### config.mk
export PLATFORM = sky130hd
export DESIGN_NAME = binary_to_seven_seg_gl
export DESIGN_NICKNAME = d
export VERILOG_FILES = /design/src/rtl/display_pkg.sv /design/src/rtl/binary_to_seven_seg_gl_decoder.sv /design/src/rtl/binary_to_seven_seg_gl.sv
export SDC_FILE = /design/constraint.sdc
export NUM_CORES = 1
export LEC_CHECK = 0
export CAP_MARGIN = 15
export CORE_AREA = 2 2 39 41
export DETAILED_ROUTE_END_ITERATION = 16
export DIE_AREA = 0 0 41 43
export PLACE_DENSITY = 0.42
export RECOVER_POWER = 50
export SETUP_SLACK_MARGIN = 0.05
export SYNTH_ARGS = -nofsm -noshare
export SYNTH_HDL_FRONTEND = slang
export SYNTH_SLANG_ARGS = --single-unit
### constraint.sdc
create_clock -name vclk -period 1.91
set_clock_uncertainty 0.1 [all_clocks]
set_input_delay 0.191 -clock vclk [all_inputs]
set_output_delay 0.191 -clock vclk [all_outputs]
set_load 0.01 [all_outputs]
### src/rtl/display_pkg.sv
// display_pkg: active-low seven-segment glyphs and segment bit positions shared by RTL and benches.
package display_pkg;
    localparam int SEG_A = 0;
    localparam int SEG_B = 1;
    localparam int SEG_C = 2;
    localparam int SEG_D = 3;
    localparam int SEG_E = 4;
    localparam int SEG_F = 5;
    localparam int SEG_G = 6;
    localparam logic [6:0] SEG_0 = 7'b100_0000;
    localparam logic [6:0] SEG_1 = 7'b111_1001;
    localparam logic [6:0] SEG_2 = 7'b010_0100;
    localparam logic [6:0] SEG_3 = 7'b011_0000;
    localparam logic [6:0] SEG_4 = 7'b001_1001;
    localparam logic [6:0] SEG_5 = 7'b001_0010;
    localparam logic [6:0] SEG_6 = 7'b000_0010;
    localparam logic [6:0] SEG_7 = 7'b111_1000;
    localparam logic [6:0] SEG_8 = 7'b000_0000;
    localparam logic [6:0] SEG_9 = 7'b001_1000;
    localparam logic [6:0] SEG_INVALID = 7'b000_0000;
endpackage

### src/rtl/binary_to_seven_seg_gl_decoder.sv
// decoder_4to16_gl: one-hot minterm decoder of a 4-bit value built from AND/OR/NOT terms.
module decoder_4to16_gl (
    input  logic [3:0]  in,
    output logic [15:0] minterm
);
    for (genvar i = 0; i < 16; i++) begin : g_m
        localparam logic [3:0] CODE = 4'(i);
        logic [3:0] lit;
        // Each literal is in[b] or ~in[b] depending on the code bit; constants fold away.
        assign lit = (in & CODE) | (~in & ~CODE);
        assign minterm[i] = &lit;
    end
endmodule

### src/rtl/binary_to_seven_seg_gl.sv
// binary_to_seven_seg_gl: gate-level 4-bit to active-low seven-segment decoder.
// Each segment output is the OR of the minterms where that segment is dark; codes 10-15 light everything.
module binary_to_seven_seg_gl
    import display_pkg::*;
(
    input  logic       clk,
    input  logic       reset,
    input  logic [3:0] in,
    output logic [6:0] seg
);
    logic [15:0] m;
    logic        unused_ok;
    decoder_4to16_gl u_dec (
        .in      (in),
        .minterm (m)
    );
    assign seg[SEG_A] = m[1] | m[4];
    assign seg[SEG_B] = m[5] | m[6];
    assign seg[SEG_C] = m[2];
    assign seg[SEG_D] = m[1] | m[4] | m[7] | m[9];
    assign seg[SEG_E] = m[1] | m[3] | m[4] | m[5] | m[7] | m[9];
    assign seg[SEG_F] = m[1] | m[2] | m[3] | m[7];
    assign seg[SEG_G] = m[0] | m[1] | m[7];
    // clk/reset exist only for the port convention; 8 and 10-15 darken no segment.
    assign unused_ok = &{1'b0, clk, reset, m[8], m[15:10]};
endmodule

==> results.py <==
metrics = {
    "outcome": {
        "status": "completed",
    },
    "drt": {
        "via_per_inst": 3.60,
        "vias": 180,
        "final_antenna_net_count": 0,
        "first_pass_iters": 1,
        "wire_per_inst_um": 7.40,
        "drc": 0,
        "drtIter0Drc": 0,
        "wl_um": 370,
    },
    "hold_path": {
        "hold_path_depth": 4,
        "min_path_type": "in -> out",
    },
    "global_routing": {
        "grt_max_degree": 10,
        "grt_pass1_wl_um": 648,
        "grt_pass1_vias": 176,
        "global_route.overflow_total": 0,
        "grt_usage": 0.0480,
        "grt_antenna_before_repair": 0,
    },
    "timing": {
        "setup_violations": 0,
        "finalWorstSetupSlack_ns": 0.202,
        "fin_crit_sh": 0.894,
        "worst_pin_slew_ns": 0.288,
        "fmax_mhz": 586,
        "slew_violations": 0,
        "hold_slack_ns": 0.909,
        "period_minus_slack_ns": 1.71,
        "rsz0062_at_grt": "false",
        "hold_violations": 0,
        "slew_headroom": 0.808,
    },
    "placement": {
        "gp_congestion": 0.633,
        "pre_cts_slack_ns": -0.120,
        "place_inst": 50,
        "portBuffers": 11,
        "dpl.hpwl_um": 318,
    },
    "logic_synthesis": {
        "synth.cell_area_um2": 155,
        "seq_area_frac_synth": 0,
        "synthDistinctLibCells": 16,
        "yosys_warnings": 0,
        "syn-num-nets": 26,
        "synthCells": 20,
        "syn_avg_cell_area_um2": 7.76,
    },
    "pwr": {
        "seqPwrFrac": 0,
        "p_comb_frac": 1.000,
        "swShare": 0.449,
        "p_leak_nw": 0.153,
        "power.switching_uw": 26.1,
        "p_total_uw": 58.3,
        "vdd_ir_drop_max_mv": 0.0699,
        "clockPowerShare": 0,
        "internal-power_uw": 32.1,
        "power_density_mw_per_mm2": 202,
    },
    "die": {
        "die_x_um": 41,
        "die_area_mm2": 0.00176,
        "io_pins": 13,
        "core_area_mm2": 0.00138,
        "rows": 14,
        "initial_core_util": 0.112,
        "die_y_um": 43,
    },
    "setup_path": {
        "required_ns": 1.62,
        "worst_ep_arrival_time_ns": 1.42,
        "crit_path_max_fanout": 4,
        "path_class": "in -> out",
        "startpoint_type": "input pin",
        "critPathCaptureType": "primary output",
    },
    "final_layout": {
        "n_fill_cell": 155,
        "numSequentialCells": 0,
        "syn_to_final_growth_pct": 86.3,
        "seqCellArea_um2": 0,
        "layout-drive-gt1-share": 0.235,
        "diodes": 0,
        "fin_nets": 42,
        "fin_cells": 50,
        "nClkBuffers": 0,
    },
    "cts": {
        "post_cts_resized": 8,
        "hold_buffers": 0,
        "cts_setup_buffers": 0,
    },
    "flow_run": {
        "drv_cap": 0,
    },
}
area by class of cell:
cell class         count  area, um^2  share of cell area
inverters              1        3.75              0.0130
well taps             16        20.0              0.0693
repair buffers        16         136               0.472
multi-input cells     17         129               0.446
cells in the mapped netlist:
library cell  n  share of area
nor2_1        1          0.024
nand2_1       2          0.048
buf_6         2           0.15
nand3_1       1          0.032
nand2b_4      2           0.18
inv_1         1          0.024
o21ai_1       1          0.032
xnor2_1       1          0.056
nor4b_1       1          0.056
o22ai_2       1          0.081
or2_1         1          0.040
o21a_1        1          0.048
a21oi_1       2          0.065
a211oi_2      1          0.081
a21o_1        1          0.048
nand2b_1      1          0.040
placed cells by master (no fill, tap or decap):
cell type,n
a21o_1,1
xnor2_1,1
nand2_1,2
clkbuf_1,1
a21oi_1,2
nor4b_1,1
o21a_1,1
nand3_1,1
buf_4,4
nand2b_4,2
nor2_1,1
o22ai_2,1
clkdlybuf4s50_1,2
inv_1,1
a211oi_2,1
o21ai_1,1
nand2b_1,1
dlymetal6s2s_1,1
dlygate4sd2_1,8
or2_1,1
critical path, cell delays in order:
cell	delay (ns)
clkdlybuf4s50_1	0.49
buf_4	0.15
nand2b_4	0.07
a21o_1	0.17
o21ai_1	0.07
dlygate4sd2_1	0.28
metal layers:
metal,GRT usage,vias to the layer above,share of wire
li1,-,97,-
met1,0.0728,75,0.47
met2,0.0750,8,0.44
met3,0.00524,0,0.084
met4,0,0,0
met5,0,-,0
worst paths after layout:
path,startpoint,end,slack (ns)
worst max-delay path,in[0],seg[4],0.20
worst min-delay path,in[2],seg[1],0.91
power by group through the flow:
stage          registers, mW  clock network [mW]  logic, mW
6_report                   0                   0     0.0583
5_1_grt                    0                   0     0.0640
4_1_cts                    0                   0     0.0604
3_5_place_dp               0                   0     0.0673
3_3_place_gp               0                   0     0.0664
2_1_floorplan              0                   0     0.0333
through the flow:
stage | TNS (ns) | util | instance area, um^2
floorplan | 0 | - | 155
global placement | -0.482 | 0.217 | 300
detailed placement | -0.601 | 0.217 | 300
CTS | 0 | 0.210 | 290
global route | 0 | 0.209 | 289
finish | 0 | 0.209 | 289
logic make-up (layout without fill, tap and decap cells):
family	count (synthesis)	in the layout	synth area share
compound gates	7	7	0.355
xor+xnor	1	1	0.0565
buf+inv	3	17	0.169
simple gates	9	9	0.419
(Power assumes the default switching activity.)
